--- config.mk ---
export PLATFORM = sky130hd
export DESIGN_NAME = alu_uart_ctrl
export DESIGN_NICKNAME = d
export VERILOG_FILES = /design/src/rtl/alu_uart_ctrl.sv
export SDC_FILE = /design/constraint.sdc
export NUM_CORES = 1
export LEC_CHECK = 0
export CAP_MARGIN = 20
export CELL_PAD_IN_SITES_DETAIL_PLACEMENT = 0
export CELL_PAD_IN_SITES_GLOBAL_PLACEMENT = 1
export CORE_MARGIN = 3
export CORE_UTILIZATION = 35
export DETAILED_ROUTE_END_ITERATION = 12
export PLACE_DENSITY_LB_ADDON = 0.1
export SYNTH_ARGS = -nofsm -noshare
export SYNTH_HDL_FRONTEND = slang
export SYNTH_SLANG_ARGS = --single-unit
--- constraint.sdc ---
create_clock -name clk -period 1.7 [get_ports clk]
set_input_delay 0.34 -clock clk [delete_from_list [all_inputs] [get_ports clk]]
set_output_delay 0.34 -clock clk [all_outputs]
set_load 0.02 [all_outputs]
--- src/rtl/alu_uart_ctrl.sv ---
// alu_uart_ctrl: turns the UART byte stream (header/value pairs) into ALU
// operand/opcode register writes, then hands the ALU result to the UART
// transmitter with a start/done handshake. Aborts a stalled pair on a
// baud-tick timeout and flags unknown header bytes.
module alu_uart_ctrl #(
  parameter int                 NB_DATA       = 8,
  parameter int                 NB_OP         = 6,
  parameter logic [NB_DATA-1:0] HDR_A         = NB_DATA'(8'h08),
  parameter logic [NB_DATA-1:0] HDR_B         = NB_DATA'(8'h10),
  parameter logic [NB_DATA-1:0] HDR_OP        = NB_DATA'(8'h20),
  parameter int                 TIMEOUT_TICKS = 4096
) (
  input  logic               clk,
  input  logic               i_rst_n,
  input  logic               i_tick,
  input  logic [NB_DATA-1:0] i_rx_data,
  input  logic               i_rx_done,
  input  logic [NB_DATA-1:0] i_alu_result,
  input  logic               i_tx_done,
  output logic [NB_DATA-1:0] o_data_a,
  output logic [NB_DATA-1:0] o_data_b,
  output logic [NB_OP-1:0]   o_op,
  output logic [NB_DATA-1:0] o_tx_data,
  output logic               o_tx_start,
  output logic               o_busy,
  output logic               o_err
);

  localparam int CNT_W = $clog2(TIMEOUT_TICKS + 1);
  // The tick that brings the count to TIMEOUT_TICKS is the terminal one,
  // so the abort is decided while the counter still holds TIMEOUT_TICKS-1.
  localparam logic [CNT_W-1:0] CNT_LAST = CNT_W'(TIMEOUT_TICKS - 1);

  typedef enum logic [1:0] {
    IDLE     = 2'd0,
    WAIT_VAL = 2'd1,
    COMPUTE  = 2'd2,
    WAIT_TX  = 2'd3
  } state_t;

  typedef enum logic [1:0] {
    SEL_NONE = 2'd0,
    SEL_A    = 2'd1,
    SEL_B    = 2'd2,
    SEL_OP   = 2'd3
  } sel_t;

  state_t             state, state_next;
  sel_t               sel, sel_next;
  logic [CNT_W-1:0]   cnt, cnt_next;
  logic [NB_DATA-1:0] data_a_next, data_b_next, tx_data_next;
  logic [NB_OP-1:0]   op_next;
  logic               tx_start_next, busy_next, err_next;

  // State, selector and timeout counter registers.
  always_ff @(posedge clk or negedge i_rst_n) begin
    if (!i_rst_n) begin
      state <= IDLE;
      sel   <= SEL_NONE;
      cnt   <= '0;
    end else begin
      state <= state_next;
      sel   <= sel_next;
      cnt   <= cnt_next;
    end
  end

  // Next-state decode plus next values for every registered output.
  always_comb begin
    state_next    = state;
    sel_next      = sel;
    cnt_next      = cnt;
    data_a_next   = o_data_a;
    data_b_next   = o_data_b;
    op_next       = o_op;
    tx_data_next  = o_tx_data;
    tx_start_next = 1'b0;
    err_next      = 1'b0;

    case (state)
      IDLE: begin
        if (i_rx_done) begin
          cnt_next = '0;
          if (i_rx_data == HDR_A) begin
            sel_next   = SEL_A;
            state_next = WAIT_VAL;
          end else if (i_rx_data == HDR_B) begin
            sel_next   = SEL_B;
            state_next = WAIT_VAL;
          end else if (i_rx_data == HDR_OP) begin
            sel_next   = SEL_OP;
            state_next = WAIT_VAL;
          end else begin
            err_next = 1'b1;
          end
        end
      end

      WAIT_VAL: begin
        // A value byte wins over a coincident terminal tick.
        if (i_rx_done) begin
          sel_next   = SEL_NONE;
          state_next = IDLE;
          case (sel)
            SEL_A:   data_a_next = i_rx_data;
            SEL_B:   data_b_next = i_rx_data;
            SEL_OP: begin
              op_next    = i_rx_data[NB_OP-1:0];
              state_next = COMPUTE;
            end
            default: ;
          endcase
        end else if (i_tick) begin
          if (cnt == CNT_LAST) begin
            err_next   = 1'b1;
            sel_next   = SEL_NONE;
            cnt_next   = '0;
            state_next = IDLE;
          end else begin
            cnt_next = cnt + CNT_W'(1);
          end
        end
      end

      // The new opcode has been on o_op for one cycle; the ALU has settled.
      COMPUTE: begin
        tx_data_next  = i_alu_result;
        tx_start_next = 1'b1;
        state_next    = WAIT_TX;
      end

      WAIT_TX: begin
        if (i_tx_done) state_next = IDLE;
      end

      default: state_next = IDLE;
    endcase

    busy_next = (state_next == COMPUTE) || (state_next == WAIT_TX);
  end

  // Registered outputs; all clear on reset so the ALU and transmitter see zeros.
  always_ff @(posedge clk or negedge i_rst_n) begin
    if (!i_rst_n) begin
      o_data_a   <= '0;
      o_data_b   <= '0;
      o_op       <= '0;
      o_tx_data  <= '0;
      o_tx_start <= 1'b0;
      o_busy     <= 1'b0;
      o_err      <= 1'b0;
    end else begin
      o_data_a   <= data_a_next;
      o_data_b   <= data_b_next;
      o_op       <= op_next;
      o_tx_data  <= tx_data_next;
      o_tx_start <= tx_start_next;
      o_busy     <= busy_next;
      o_err      <= err_next;
    end
  end

endmodule
==> results.rst <==
.. list-table::
   :header-rows: 1

   * - Metric
     - Value
   * - Result of the run
     - complete, no violations
   * - Count of clock tree sinks
     - 49
   * - Data arrival time of the critical path
     - ~1.9 ns
   * - Post-Synthesis Cells
     - 189
   * - Worst slew margin relative to its limit
     - 0.743
   * - Total via count after detailed routing
     - 1,774
   * - Multi-input gate area in the final layout
     - a little over 1000 um2
   * - Number of filler cells placed in the layout
     - 559
   * - Mapped Nets
     - 211
   * - Count of max-cap constraint violations
     - 0
   * - Parity-gate share of the synthesized area counting xor and xnor cells
     - 0.0233
   * - IO buf count
     - 53
   * - Required time of the worst setup path
     - 1.93 ns
   * - Final non-filler cell total
     - between 300 and 400
   * - Share of synthesized cell area in full adder, half adder and majority cells
     - 0.00555
   * - Number of diodes
     - 0
   * - Worst IR drop on VDD
     - ~0.73 mV
   * - Maximum count of clock buffers along a single path
     - 2
   * - Primary flip-flop cell chosen by synthesis mapping
     - dfrtp_1
   * - Leakage dissipation
     - 0.00145 uW
   * - Wire length after detailed routing
     - between 5000 and 6000 um
   * - Number of cells in the design after placement
     - 352
   * - Mean Syn Cell Area
     - around 12 um2
   * - Number of synthesized register bits
     - between 40 and 50
   * - Core region area
     - between 6000 and 7000 um2
   * - Number of design-rule violations left by the first detailed-router iteration
     - 21
   * - Routed WL per cell
     - around 15 um
   * - Setup slack after placement
     - -0.341 ns
   * - Time the worst path needs with I/O delays and setup
     - roughly 1.6 ns
   * - Critical path launch point type
     - flip-flop
   * - Final worst setup slack
     - 0.0706 ns
   * - Maximum frequency from static timing analysis
     - about 610 MHz
   * - First-pass DRT Iterations
     - 4
   * - Final Setup Violations
     - 0
   * - Yosys warning total
     - 0
   * - Highest net fanout along the worst path
     - 6
   * - Post-synthesis cell area
     - between 2000 and 2500 um2
   * - FF/Latch Area
     - approximately 1200 um2
   * - Fraction of registers with async set or reset after synthesis
     - 1.00
   * - Yosys top cell area share
     - 0.544
   * - CTS clk-pin slew, worst paths
     - 0.09 ns
   * - Critical Path Slowest Stage Cell
     - a2111o_1
   * - Cell Chain, Critical Path
     - nand2b_4, a2111o_1, or3_1, a21oi_1
   * - Die span in y
     - about 86 um
   * - Row Count
     - 28
   * - Num CTS Buffers
     - 5
   * - Gpl congestion
     - between 0.7 and 0.8
   * - Antenna Nets Post-Route
     - 0
   * - Number of enable flip-flop cells after synthesis
     - 0
   * - Worst skew pair latency
     - about 0.30 ns
   * - Nature of the critical path endpoint
     - flip-flop
   * - Number of placed I/O pins
     - 54
   * - Final worst clock skew
     - around 0.0072 ns
   * - Worst Hold Slack
     - 0.0166 ns
   * - Critical Path Max Stage Delay
     - 0.46 ns
   * - Sum of internal, switching and leakage power
     - about 4800 uW
   * - Initial antenna violation count
     - 0
   * - Final routed DRC violation total
     - 0
   * - Cell taking the most area after synthesis
     - dfrtp_1
   * - Maximum number of pins on one net before global-route repair
     - 30
   * - Multiplexer share of the synthesized area
     - 0.149
   * - Root Buffer
     - clkbuf_8
   * - Compound-cell area share of the yosys netlist
     - 0.102
   * - Final-report hold violation count
     - 0
   * - Horizontal extent of the die
     - around 86 um
   * - Share of post-route cells with drive strength above 1
     - 0.329
   * - Via count normalized by instance count
     - 4.87
   * - Syn-to-layout area delta
     - 46.8%
   * - GRT Total Usage
     - 0.155
   * - Least-Margin Pin Slew
     - ~0.38 ns
   * - Most area-consuming cells after synthesis
     - dfrtp_1 54%, mux2_2 14%, nand2_1 3.0%
   * - Setup Crit Path Kind
     - reg -> reg
   * - Net count reported at finish
     - between 300 and 400
   * - Final count of pins violating max slew
     - 0
   * - Total global routing overflow
     - 0
   * - Hold Crit Class
     - in -> async
   * - Pwr per Cell Area
     - around 1400 nW/um2
   * - Clock tree from TritonCTS
     - yes
   * - Sequential fraction of the synthesis area
     - 0.544
   * - Most instantiated library cell after synthesis
     - dfrtp_1
   * - Number of hold-repair buffers added at the cts stage
     - 0
   * - Initial core utilization
     - 0.372
   * - HPWL reported at the end of detailed placement
     - between 4000 and 5000 um
   * - Final period util
     - 0.958
   * - Most common library cells after synthesis
     - 49 x dfrtp_1, 29 x mux2_2, 18 x nand2_1
   * - Synth Area in Simple Gates
     - 0.151
   * - Via count of the first global-routing pass
     - about 1,900
   * - Yosys cell types
     - 41
   * - Number of H-tree levels
     - 2
   * - Global-route wire length before repair
     - roughly 9100 um
   * - DIE AREA
     - roughly 7400 um2
   * - Combinational family with the most area after synthesis
     - simple AND/OR/NAND/NOR gates
-- routing by layer --
layer  wire (um)  global-route usage  vias to the layer above  share of wire
li1            -                   -                      875              -
met1        2570               0.209                      854           0.48
met2        2500               0.247                       38           0.46
met3         272              0.0456                        7          0.050
met4          53              0.0382                        0         0.0098
met5           0                   0                        -              0
-- metrics by stage --
step                      cell area, um2   util  setup TNS (ns)
after global placement              3150  0.520          -10.06
after detailed placement            3150  0.520           -9.85
after global routing                3310  0.546         -0.0176
after CTS                           3240  0.534               0
after floorplan                     2250      -               0
final                               3310  0.546               0
-- layout make-up --
class,count,share of cell area
Inverter,6,0.00681
Tap cell,75,0.0284
Clock inverter,1,0.00227
Sequential cell,49,0.371
Timing Repair Buffer,97,0.263
Clock buffer,7,0.0231
Multi-Input combinational cell,129,0.305
-- what timing repair did --
item / in CTS / in global routing
cloned: 0 / 0
buffers inserted: 0 / 4
gates resized for setup: 4 / 9
endpoints found under the setup margin: 11 / 7
pin swaps: 0 / 1
endpoints found under the hold margin: 0 / 0
-- where the power goes --
group | total [uW] | switching (uW) | internal (uW)
Sequential | 1760 | 210 | 1550
Combinational | 2320 | 1090 | 1230
Clock | 667 | 375 | 292
-- flip-flops by register name (all words and copies together) (netlist names), named ones only --
register / flops
o_data_a: 8
sel: 2
o_tx_start: 1
cnt: 13
o_err: 1
o_op: 6
o_tx_data: 8
o_data_b: 8
-- path summary, 6_finish.rpt --
kind,slack (ns),endpoint,cells past startpoint
max,0.07,cnt[11],4
min,0.02,o_data_a[3],2
max reg2reg,0.07,cnt[11],4
min reg2reg,0.50,o_op[3],2
max in group asynchronous,1.38,o_err,2
min in group clk,0.47,o_op[4],2
-- logic make-up after synthesis --
kind of cell / Yosys count
buffers and inverters: 11
AOI/OAI and AO/OA: 32
adders and majority gates: 1
muxes: 30
DFF: 49
xor gates and xnor gates: 6
and+or+nand+nor: 60
-- placed cells by master, fill, tap and decap left out, types with 2 or more instances in the layout --
cell type	synthesis	routed
dlygate4sd2_1	0	2
nor3_2	2	3
nor2_1	8	8
clkbuf_8	0	5
o22ai_1	3	3
xnor2_1	4	4
inv_1	6	6
buf_4	0	43
nor3_1	3	2
xor2_1	2	2
a2111oi_0	3	2
or3_1	4	4
clkbuf_1	3	2
nand2_1	18	18
dlymetal6s2s_1	0	2
a21oi_1	7	7
nand2b_1	4	4
clkdlybuf4s50_1	0	48
mux2_2	29	29
o21ai_0	8	8
nor2b_1	2	2
dfrtp_1	49	48
a211oi_1	3	3
nand3_1	6	5
-- worst max-delay path, delay by kind of cell (launching register included) --
kind,cells,cell delay (ns)
flip-flops,1,0.45
AND/OR/NAND/NOR,2,0.51
AO/OA/AOI/OAI,2,0.60
(Power assumes the default switching activity.)
